File: config.mk
export PLATFORM = sky130hd
export DESIGN_NAME = regfile_write_arbiter_flat
export DESIGN_NICKNAME = d
export VERILOG_FILES = /design/src/rtl/regfile_write_arbiter_if.sv /design/src/rtl/regfile_write_arbiter.sv /design/src/flat_wrapper.sv
export SDC_FILE = /design/constraint.sdc
export NUM_CORES = 1
export LEC_CHECK = 0
export ABC_AREA = 1
export ABC_CLOCK_PERIOD_IN_PS = 2500
export CORE_MARGIN = 2
export CORE_UTILIZATION = 45
export CTS_CLUSTER_SIZE = 30
export DETAILED_ROUTE_END_ITERATION = 8
export PLACE_DENSITY = 0.75
export REMOVE_ABC_BUFFERS = 1
export SYNTH_ARGS = -nofsm -noshare
export SYNTH_HDL_FRONTEND = slang
export SYNTH_SLANG_ARGS = --single-unit
File: constraint.sdc
create_clock -name clock -period 2.5 [get_ports clock]
set_clock_uncertainty 0.2 [all_clocks]
set_input_delay 0.5 -clock clock [delete_from_list [all_inputs] [get_ports clock]]
set_output_delay 0.5 -clock clock [all_outputs]
set_load 0.1 [all_outputs]
File: src/rtl/regfile_write_arbiter_if.sv
// Writeback bus between the two requesters, the write arbiter and the register file.
// master = requester/register-file side, slave = arbiter.
interface regfile_write_arbiter_if #(
  parameter int AW = 3,
  parameter int DW = 8
);
  logic [1:0]         req_valid;
  logic [1:0]         req_ready;
  logic [AW-1:0]      req_addr0;
  logic [AW-1:0]      req_addr1;
  logic [DW-1:0]      req_data0;
  logic [DW-1:0]      req_data1;
  logic               rf_write;
  logic [AW-1:0]      rf_addr;
  logic [DW-1:0]      rf_data;
  logic [2**AW-1:0]   pending_mask;
  logic               grant_id;

  modport master (
    output req_valid, req_addr0, req_addr1, req_data0, req_data1,
    input  req_ready, rf_write, rf_addr, rf_data, pending_mask, grant_id
  );

  modport slave (
    input  req_valid, req_addr0, req_addr1, req_data0, req_data1,
    output req_ready, rf_write, rf_addr, rf_data, pending_mask, grant_id
  );
endinterface

File: src/rtl/regfile_write_arbiter.sv
// Two-requester write-port arbiter for the register file, one hold entry per requester.
// Define RF_WRITE_ARB_RR_EN for round-robin on different-address conflicts; default is fixed load-first priority.
module regfile_write_arbiter #(
  parameter int AW = 3,
  parameter int DW = 8
) (
  input  logic                    clock,
  input  logic                    reset,
  regfile_write_arbiter_if.slave  bus
);

  logic [1:0]           hv_q, hv_d;
  logic [1:0][AW-1:0]   ha_q, ha_d;
  logic [1:0][DW-1:0]   hd_q, hd_d;
  logic                 age_q, age_d;  // 1: entry 1 is the older one
`ifdef RF_WRITE_ARB_RR_EN
  logic                 rr_q, rr_d;    // requester favoured on the next contended grant
`endif

  logic                 rf_write_q, rf_write_d;
  logic [AW-1:0]        rf_addr_q, rf_addr_d;
  logic [DW-1:0]        rf_data_q, rf_data_d;
  logic                 grant_id_q, grant_id_d;

  logic [1:0]           gnt;
  logic                 g_idx;
  logic [1:0]           ready;
  logic [1:0]           accept;
  logic [2**AW-1:0]     pending;

  // Grant: same-address pairs go oldest first so program order survives.
  always_comb begin
    // NOTE: every always_comb output gets a default first so no path can infer a latch.
    gnt = 2'b00;
    case (hv_q)
      2'b01:   gnt = 2'b01;
      2'b10:   gnt = 2'b10;
      2'b11: begin
        if (ha_q[0] == ha_q[1]) begin
          gnt = age_q ? 2'b10 : 2'b01;
        end else begin
`ifdef RF_WRITE_ARB_RR_EN
          gnt = rr_q ? 2'b10 : 2'b01;
`else
          gnt = 2'b10;
`endif
        end
      end
      default: gnt = 2'b00;
    endcase
  end

  assign g_idx  = gnt[1];
  assign ready  = ~hv_q | gnt;
  assign accept = bus.req_valid & ready;

  always_comb begin
    hv_d       = accept | (hv_q & ~gnt);
    ha_d       = ha_q;
    hd_d       = hd_q;
    age_d      = age_q;
    rf_write_d = |gnt;
    rf_addr_d  = rf_addr_q;
    rf_data_d  = rf_data_q;
    grant_id_d = grant_id_q;

    if (accept[0]) begin
      ha_d[0] = bus.req_addr0;
      hd_d[0] = bus.req_data0;
    end
    if (accept[1]) begin
      ha_d[1] = bus.req_addr1;
      hd_d[1] = bus.req_data1;
    end

    // A lone load makes that entry the younger one; a joint load treats the load (entry 1) as older.
    if (accept == 2'b11)  age_d = 1'b1;
    else if (accept[1])   age_d = 1'b0;
    else if (accept[0])   age_d = 1'b1;

    if (|gnt) begin
      rf_addr_d  = ha_q[g_idx];
      rf_data_d  = hd_q[g_idx];
      grant_id_d = g_idx;
    end
  end

`ifdef RF_WRITE_ARB_RR_EN
  always_comb begin
    rr_d = rr_q;
    if (hv_q == 2'b11) rr_d = ~g_idx;
  end
`endif

  always_comb begin
    pending = '0;
    for (int i = 0; i < 2; i++) begin
      if (hv_q[i]) pending[ha_q[i]] = 1'b1;
    end
    if (rf_write_q) pending[rf_addr_q] = 1'b1;
  end

  // NOTE: sequential state uses non-blocking assignments so every register samples pre-edge values.
  always_ff @(posedge clock or posedge reset) begin
    if (reset) begin
      hv_q       <= 2'b00;
      age_q      <= 1'b0;
      rf_write_q <= 1'b0;
      rf_addr_q  <= '0;
      rf_data_q  <= '0;
      grant_id_q <= 1'b0;
`ifdef RF_WRITE_ARB_RR_EN
      rr_q       <= 1'b0;
`endif
    end else begin
      hv_q       <= hv_d;
      age_q      <= age_d;
      rf_write_q <= rf_write_d;
      rf_addr_q  <= rf_addr_d;
      rf_data_q  <= rf_data_d;
      grant_id_q <= grant_id_d;
`ifdef RF_WRITE_ARB_RR_EN
      rr_q       <= rr_d;
`endif
    end
  end

  // NOTE: hold-entry payload is not reset; hv_q alone says whether it is meaningful.
  always_ff @(posedge clock) begin
    ha_q <= ha_d;
    hd_q <= hd_d;
  end

  assign bus.req_ready    = ready;
  assign bus.rf_write     = rf_write_q;
  assign bus.rf_addr      = rf_addr_q;
  assign bus.rf_data      = rf_data_q;
  assign bus.grant_id     = grant_id_q;
  assign bus.pending_mask = pending;

endmodule

File: src/flat_wrapper.sv
// flat-port wrapper written by rule: the top's interface ports become plain ports
module regfile_write_arbiter_flat 
#(
  parameter int AW = 3,
  parameter int DW = 8
)
  (clock, reset, bus_req_valid, bus_req_addr0, bus_req_addr1, bus_req_data0, bus_req_data1, bus_req_ready, bus_rf_write, bus_rf_addr, bus_rf_data, bus_pending_mask, bus_grant_id);
  regfile_write_arbiter_if #(.AW(AW), .DW(DW)) bus_i ();
  input  logic clock;
  input  logic reset;
  input wire logic [$bits(bus_i.req_valid)-1:0] bus_req_valid;
  input wire logic [$bits(bus_i.req_addr0)-1:0] bus_req_addr0;
  input wire logic [$bits(bus_i.req_addr1)-1:0] bus_req_addr1;
  input wire logic [$bits(bus_i.req_data0)-1:0] bus_req_data0;
  input wire logic [$bits(bus_i.req_data1)-1:0] bus_req_data1;
  output wire logic [$bits(bus_i.req_ready)-1:0] bus_req_ready;
  output wire logic [$bits(bus_i.rf_write)-1:0] bus_rf_write;
  output wire logic [$bits(bus_i.rf_addr)-1:0] bus_rf_addr;
  output wire logic [$bits(bus_i.rf_data)-1:0] bus_rf_data;
  output wire logic [$bits(bus_i.pending_mask)-1:0] bus_pending_mask;
  output wire logic [$bits(bus_i.grant_id)-1:0] bus_grant_id;
  assign bus_i.req_valid = bus_req_valid;
  assign bus_i.req_addr0 = bus_req_addr0;
  assign bus_i.req_addr1 = bus_req_addr1;
  assign bus_i.req_data0 = bus_req_data0;
  assign bus_i.req_data1 = bus_req_data1;
  assign bus_req_ready = bus_i.req_ready;
  assign bus_rf_write = bus_i.rf_write;
  assign bus_rf_addr = bus_i.rf_addr;
  assign bus_rf_data = bus_i.rf_data;
  assign bus_pending_mask = bus_i.pending_mask;
  assign bus_grant_id = bus_i.grant_id;
  regfile_write_arbiter #(.AW(AW), .DW(DW)) u_core (.clock(clock), .reset(reset), .bus(bus_i));
endmodule
# --- Word-level counts from Yosys, hierarchy flattened ---
# Index checks and enable logic that the tools add are counted.
totals:
  reg_bits: 38
  input_bits: 26
  output_inout_bits: 23
classes:
  magnitude_cmp: 7
  n_eq_ne: 5
  mux: 19
  bitwise: 8
  n_reduce_logical: 5
op_table:
  columns: ["cell", "n"]
  rows:
  - ["two-way mux 8 bit", 5]
  - ["OR 8 bit", 2]
  - ["< comparator 3 x 4 -> 1 bit (second input constant)", 3]
  - ["demux 1 bit (select 3 bit)", 3]
  - [">= comparator 3 x 1 -> 1 bit (second input constant)", 3]
  - ["equality test 2 bit (second input constant)", 3]
  - ["two-way mux 1 bit", 6]
  - ["two-way mux 3 bit", 2]
  - ["case mux 2 bit (3 select lines)", 1]
  - ["AND 2 bit", 2]
  - ["two-way mux 2 bit", 2]
  - ["inverter 2 bit", 2]
  - ["OR 2 bit", 2]
  - ["equality test 3 bit", 1]
  - ["logical AND 1 bit", 3]
  - ["nonzero test 3 bit", 1]
  - ["equality test 2 x 1 -> 1 bit (second input constant)", 1]
  - ["< comparator 1 x 2 -> 1 bit (second input constant)", 1]
  - ["OR reduction 2 bit", 1]

# --- Depth between registers and ports, before layout ---
# Gate-level depths: netlist of run 1.
depth:
  word_depth: 9
  mapped_depth: 10
  mapped_depth_nobuf: 9

# --- Worst setup path after synthesis of run 1 ---
# OpenSTA, ideal clock, no wires.
synth_timing:
  path_type: "flip-flop to output port"
  from: "register u_core.ha_q[0] (netlist bit)"
  to: "output port bus_pending_mask[2]"
  arrival_ns: 4.062
  t_required_ns: 1.800
  path_slack_ns: -2.262
  stages_incl_launch_ff: 4
  path_cell_list: "edfxtp_1 -> inv_1 -> nand2_1 -> o311ai_0"
synth_via:
  elab_chain_len: 9
synth_lines:
  columns: ["item", "line_no", "text"]
  rows:
  - ["start: declaration", "regfile_write_arbiter.sv:13", "logic [1:0][AW-1:0] ha_q, ha_d;"]
  - ["start signal: assignment", "regfile_write_arbiter.sv:130", "ha_q <= ha_d;"]
  - ["< comparator 3 x 4 -> 1 bit (implied by the code) / >= comparator 3 x 1 -> 1 bit (equally long branches)", "regfile_write_arbiter.sv:98", "if (hv_q[i]) pending[ha_q[i]] = 1'b1;"]
  - ["logical AND 1 bit (implied by the code)", "regfile_write_arbiter.sv:98", null]
  - ["two-way mux 1 bit (implied by the code)", "regfile_write_arbiter.sv:98", null]
  - ["demux 1 bit (select 3 bit) *", null, null]
  - ["two-way mux 8 bit *", "regfile_write_arbiter.sv:98", null]
  - ["OR 8 bit (no line)", null, null]
  - ["two-way mux 8 bit *", "regfile_write_arbiter.sv:98", null]
  - ["OR 8 bit (no line)", null, null]
  - ["two-way mux 8 bit *", "regfile_write_arbiter.sv:100", "if (rf_write_q) pending[rf_addr_q] = 1'b1;"]
  - ["end: declaration", "flat_wrapper.sv:20", "output wire logic [$bits(bus_i.pending_mask)-1:0] bus_pending_mask;"]
# Mark *: on every way between the ends. The rest lies on a longest branch, timed or not.

# --- Worst setup path after layout of run 1 ---
layout_timing:
  from: "register u_core.ha_q[4] (netlist bit)"
  to: "output port bus_pending_mask[3]"
layout_via:
  elab_chain_len: 8
layout_lines:
  columns: ["item", "line_no"]
  rows:
  - ["< comparator 3 x 4 -> 1 bit (implied by the code) / >= comparator 3 x 1 -> 1 bit (equally long branches)", "regfile_write_arbiter.sv:98"]
  - ["logical AND 1 bit (implied by the code)", "regfile_write_arbiter.sv:98"]
  - ["two-way mux 1 bit (implied by the code)", "regfile_write_arbiter.sv:98"]
  - ["demux 1 bit (select 3 bit) *", null]
  - ["OR 8 bit (no line) *", null]
  - ["two-way mux 8 bit *", "regfile_write_arbiter.sv:98"]
  - ["OR 8 bit (no line)", null]
  - ["two-way mux 8 bit *", "regfile_write_arbiter.sv:100"]
# Marked as above.

==> flow_summary_export.csv, run 1 <==
group,metric,value,unit
outcome,status,"finished clean",
clock_network,holdBufCountCts,0,
final_layout,fillers,317,
critical_path,cp-start-kind,"flop",
sta,max_clock_freq,424,MHz
route,firstDrtPassIters,4,
route,antenna_left,0,
final_layout,instances_no_fill,295,
global_routing,grt_start_max_net_pins,17,
clock_network,cts-buffers-inserted,5,
critical_path,end_kind,"primary output",
critical_path,worst-path-max-fanout,6,
global_routing,grt_pass1_vias,1294,
yosys,synthMuxAreaShare,1.13,%
yosys,yosys_warnings,0,
critical_path,critPathArrivalTime,1.66,ns
final_layout,layout_common_cells,"nand2_1 (78), clkdlybuf4s50_1 (25), inv_1 (23), edfxtp_1 (22)",
die,chipHeight,66.7,um
die,io_pins,49,
die,initial_core_util,47.6,%
yosys,synthAdderAreaFrac,0,%
clock_network,clockBufferDepth,2,
yosys,netlist_instances,192,
yosys,synth-seq-area-share,60.0,%
sta,rsz0062_at_grt,"no",
critical_path,required,1.80,ns
clock_network,clk-insertion-delay-late,0.29,ns
place,hpwl,2.99,mm
place,portBuffers,48,
die,core-area,0.00372,mm^2
route,wl_per_cell,13.0,um
yosys,synthSimpleGateAreaFrac,26.8,%
final_layout,finish.utilization,66.1,%
sta,final_hold_viol_count,0,
yosys,syn_area,0.00177,mm^2
global_routing,track_usage,19.4,%
place,gp_congestion,0.918,
route,dr.first_iter.drc_count,97,
critical_path,startpoint,"u_core.ha_q[4]",
final_layout,final_common_cell,"nand2_1",
clock_network,cts_max_level,2,
clock_network,cts.sinks,38,
route,vias,1452,
yosys,synth_xor_area_share,0,%
final_layout,insertedDiodeCount,0,
place,dp_slack,0.395,ns
sta,fin_crit_sh,94.4,%
die,die_area,0.00445,mm^2
sta,finalWorstSetupSlack,0.141,ns
worst_hold_path,hp-class,"reg2reg",
sta,min_period,2.36,ns
yosys,ys_ff_latch,38,
final_layout,final_layout_size_suffix_gt1_share,18.6,%
global_routing,grt_pass1_wl,6.22,mm
clock_network,cts_root_buffer,"clkbuf_8",
route,routed_wl,3.84,mm
critical_path,path_class,"reg2out",
place,place_inst,287,
final_layout,regArea,0.00106,mm^2
global_routing,antenna_found_initial,0,
die,die_w,66.7,um
final_layout,design_area,0.00246,mm^2
die,fp-row-count,22,
final_layout,final_nets,272,
route,route.detailed.drc,0,
yosys,avgSynthCellArea,9.21,um^2
job,cap_violations,0,
power_and_ir_drop,power.density,769,mW/mm^2
yosys,synth_cell_types,20,
route,vias_per_cell,4.92,
final_layout,multi_input_comb_area,569,um^2
yosys,synth_top_family_by_area,"simple AND/OR/NAND/NOR gates",
clock_network,path_clk_slew,0.07,ns
sta,max_slew.worst_pin.slew,0.651,ns
sta,finalMaxSlewViolations,0,
power_and_ir_drop,p_leak,1.16,nW
sta,setup_viol,0,
yosys,synth_compound_area_share,4.10,%
final_layout,area_growth,38.9,%
critical_path,timing.rr.start,"u_core.ha_q[4]",
place,placed_cell_area,0.00237,mm^2
power_and_ir_drop,ir_worst_vdd,386,uV
worst_hold_path,hold_start,"u_core.bus.rf_data[5]",
global_routing,overflow,0,
clock_network,cts_tree,"done",
sta,slew_headroom,56.6,%
## synthesized netlist by cell type, drive strengths merged
cell    count  share of area (%)
o21ai       1               0.28
nand3      18                5.8
mux2i       2                1.1
o311ai      2               0.99
dfrtp      16                 23
nand4       2               0.71
edfxtp     22                 37
nand2      82                 18
buf         5                2.3
inv        27                5.7
o221ai      4                2.0
o211ai      2               0.85
nor2        9                2.1
## area by class of cell
type,count,area share [%]
clock inverter,2,0.560
timing repair buffer,52,23.5
tap,48,2.44
multi-input combinational,122,23.2
inverter,27,4.12
clock buffer,6,2.95
sequential,38,43.2
## where the power goes
part / internal (mW) / leakage [nW] / switching (mW)
combinational: 0.202 / 0.721 / 0.511
sequential: 0.726 / 0.398 / 0.0409
clock: 0.196 / 0.0452 / 0.214
## path summary, 6_finish.rpt
kind                                         endpoint  slack, ns  depth (start not counted)
worst max-delay path              bus_pending_mask[3]       0.14                          3
worst min register to register  u_core.bus.rf_data[5]       0.28                          2
worst max register to register         u_core.hd_q[5]       0.39                          8
worst min-delay path            u_core.bus.rf_data[5]       0.28                          2
min in group asynchronous         u_core.bus.grant_id       0.40                          2
max in group asynchronous              u_core.hv_q[0]       1.24                          2
## registers in the layout, summed over array words and instances (netlist names)
| signal | flops |
|---|---|
| u_core.bus.rf_addr | 3 |
| u_core.bus.rf_write | 1 |
| u_core.bus.rf_data | 8 |
| u_core.hv_q | 2 |
| u_core.age_q | 1 |
| u_core.hd_q | 16 |
| u_core.ha_q | 6 |
| u_core.bus.grant_id | 1 |
## logic make-up after synthesis
| logic type | after synthesis |
|---|---|
| AOI/OAI and AO/OA | 9 |
| buffers and inverters | 32 |
| DFF | 38 |
| muxes | 2 |
| and+or+nand+nor | 111 |
## worst max-delay path, cell delays in order, from the launching register on
cell and delay [ns]:
edfxtp_1 0.47, inv_2 0.09, o311ai_0 0.55, buf_12 0.25
## metal layers
metal	GRT usage [%]	share of wire (%)
met5	0	0
met3	5.41	6.5
met1	27.3	43
met4	6.89	2.1
met2	28.7	48
## per-stage QoR
step           hold WS [ns]  power (mW)  setup TNS, ns
3_5_place_dp          0.266        1.50              0
3_3_place_gp          0.265        1.49              0
2_1_floorplan         0.214        1.26          -8.28
4_1_cts               0.286        1.90              0
6_report              0.280        1.89              0
5_1_grt               0.305        1.97              0
## repair_timing
item / in CTS / in global routing
resized for setup: 0 / 2
setup endpoints to repair: 0 / 1
hold endpoints to repair: 0 / 0
setup buffers: 0 / 0
Note: power is estimated with default switching activity, not from simulation.
==> run 2: changes to the inputs <==
--- a/config.mk
+++ b/config.mk
@@ -6,11 +6,11 @@
 export NUM_CORES = 1
 export LEC_CHECK = 0
 export ABC_AREA = 1
-export ABC_CLOCK_PERIOD_IN_PS = 2500
 export CORE_MARGIN = 2
 export CORE_UTILIZATION = 45
 export CTS_CLUSTER_SIZE = 30
 export DETAILED_ROUTE_END_ITERATION = 8
+export MAX_ROUTING_LAYER = met4
 export PLACE_DENSITY = 0.75
 export REMOVE_ABC_BUFFERS = 1
 export SYNTH_ARGS = -nofsm -noshare
==> run 2 against run 1 <==
  * Wire length down 0.62%
  * Critical path depth up 4
  * Global-route usage up 0.45 points
  * Final cell count unchanged
==> flow_summary_export.csv, run 2 (synthesis results as in run 1) <==
group,metric,value,unit
sta,slew_headroom,57.2,%
critical_path,critPathArrivalTime,1.65,ns
power_and_ir_drop,ir_worst_vdd,535,uV
die,die_w,66.7,um
job,cap_violations,0,
global_routing,grt_start_max_net_pins,17,
place,hpwl,2.95,mm
die,core-area,0.00372,mm^2
outcome,status,"finished clean",
route,route.detailed.drc,0,
sta,setup_viol,0,
global_routing,track_usage,19.9,%
worst_hold_path,holdPathStages,2,
critical_path,cp.depth,7,
sta,max_clock_freq,425,MHz
critical_path,worstRegToRegCells,8,
sta,fin_crit_sh,94.0,%
route,wl_per_cell,12.9,um
final_layout,regMostFlops,"u_core.hd_q",
final_layout,insertedDiodeCount,0,
route,vias_per_cell,4.89,
critical_path,required,1.80,ns
die,fp-row-count,22,
route,vias,1444,
die,chipHeight,66.7,um
final_layout,largest_reg_flops,16,
power_and_ir_drop,power.density,835,mW/mm^2
critical_path,crit_slowest_cell,"dfrtp_1",
die,initial_core_util,47.6,%
final_layout,fillers,315,
sta,rsz0062_at_grt,"no",
critical_path,crit_buf_inv,4,
place,portBuffers,48,
sta,finalWorstSetupSlack,0.150,ns
global_routing,grt_pass1_vias,1358,
sta,finalMaxSlewViolations,0,
route,routed_wl,3.82,mm
critical_path,reg2reg_slack,0.38,ns
clock_network,cts.sinks,38,
power_and_ir_drop,p_leak,1.19,nW
critical_path,timing.rr.start,"u_core.ha_q[4]",
critical_path,cp-endpoint,"bus_pending_mask[2]",
sta,min_period,2.35,ns
clock_network,cts_tree,"done",
route,firstDrtPassIters,4,
clock_network,clockBufferDepth,2,
critical_path,cpPeakStageDelay,0.39,ns
clock_network,clk-insertion-delay-late,0.28,ns
clock_network,cts_root_buffer,"clkbuf_8",
final_layout,final_layout_size_suffix_gt1_share,18.6,%
final_layout,design_area,0.00251,mm^2
critical_path,cp-start-kind,"flop",
final_layout,final_nets,272,
sta,final_hold_viol_count,0,
critical_path,cp_common_cell,"buf_4",
critical_path,r2r-end,"u_core.hd_q[6]",
final_layout,layout_common_cells,"nand2_1 (78), clkdlybuf4s50_1 (25), inv_1 (23), edfxtp_1 (22)",
critical_path,crit_chain,"buf_4 > inv_1 > nor2_2 > nand3_1 > o311ai_0 > buf_4 > buf_12",
global_routing,grt_pass1_wl,6.21,mm
final_layout,final_common_cell,"nand2_1",
route,dr.first_iter.drc_count,95,
final_layout,area_growth,41.7,%
critical_path,path_class,"reg2out",
clock_network,path_clk_slew,0.07,ns
critical_path,cp_top_family,"buffers and inverters",
global_routing,overflow,0,
place,placed_cell_area,0.00237,mm^2
clock_network,cts_max_level,2,
place,dp_slack,0.383,ns
route,antenna_left,0,
clock_network,cts-buffers-inserted,5,
die,io_pins,49,
place,gp_congestion,0.920,
critical_path,worst-path-max-fanout,10,
critical_path,end_kind,"primary output",
die,die_area,0.00445,mm^2
global_routing,antenna_found_initial,0,
worst_hold_path,hp-class,"reg2reg",
sta,max_slew.worst_pin.slew,0.641,ns
critical_path,startpoint,"u_core.hv_q[1]",
run 2: changes by cell type in the layout (fill, tap and decap cells not counted):
cell / before / now
dfrtp_1: 15 / 16
clkbuf_1: 1 / 0
dfrtp_2: 1 / 0
clkinv_2: 1 / 0
bufinv_16: 0 / 2
run 2: worst reg2reg max path: stages, from the launching register on:
cell,delay (ns)
edfxtp_1,0.47
inv_2,0.09
nand2_1,0.07
nand2_1,0.05
nor2_1,0.15
nand2_2,0.19
nand3_4,0.14
nand2_4,0.05
inv_1,0.36
run 2: timing repair:
action,CTS,global route
hold buffers,0,0
gates resized for setup,0,1
setup endpoints to repair,0,1
setup buffers,0,0
run 2: metal layers:
metal  global-route usage (%)  part of all wire, %  wire length, um
met3                     5.41                  4.7              181
met2                     30.1                   49             1890
met1                     26.2                   44             1690
met4                     6.12                  1.5               57
met5                        -                    0                0
run 2: worst min path at each step:
stage	endpoint	start	slack, ns
final	u_core.bus.grant_id	u_core.bus.grant_id	0.28
after global routing	u_core.bus.rf_data[4]	u_core.bus.rf_data[4]	0.31
after CTS	u_core.bus.rf_data[3]	u_core.bus.rf_data[3]	0.29
after detailed placement	u_core.bus.rf_data[3]	u_core.bus.rf_data[3]	0.27
after global placement	u_core.bus.rf_data[6]	u_core.bus.rf_data[6]	0.27
after floorplan	u_core.age_q	reset	0.21
run 2: final cells by class:
type	instances	area, um^2	share of cell area [%]
Multi-Input combinational cell	122	569	22.7
Clock inverter	3	68.8	2.74
Sequential cell	38	1060	42.3
Timing Repair Buffer	52	578	23.1
Clock buffer	5	68.8	2.74
Inverter	27	101	4.04
Tap cell	48	60.1	2.40
run 2: per-stage QoR:
step / util (%) / hold WS (ns) / power [mW] / setup TNS (ns) / instances
floorplan: - / 0.214 / 1.26 / -8.28 / 187
global placement: 63.7 / 0.265 / 1.49 / 0 / 287
detailed placement: 63.7 / 0.268 / 1.49 / 0 / 287
CTS: 67.4 / 0.288 / 2.11 / 0 / 295
global route: 67.5 / 0.311 / 2.18 / 0 / 295
finish: 67.5 / 0.282 / 2.09 / 0 / 295
run 2: power breakdown:
part | total, mW | leakage (nW) | switching [mW] | internal, mW
clock network | 0.614 | 0.0683 | 0.215 | 0.400
logic | 0.713 | 0.721 | 0.511 | 0.201
registers | 0.767 | 0.399 | 0.0419 | 0.725
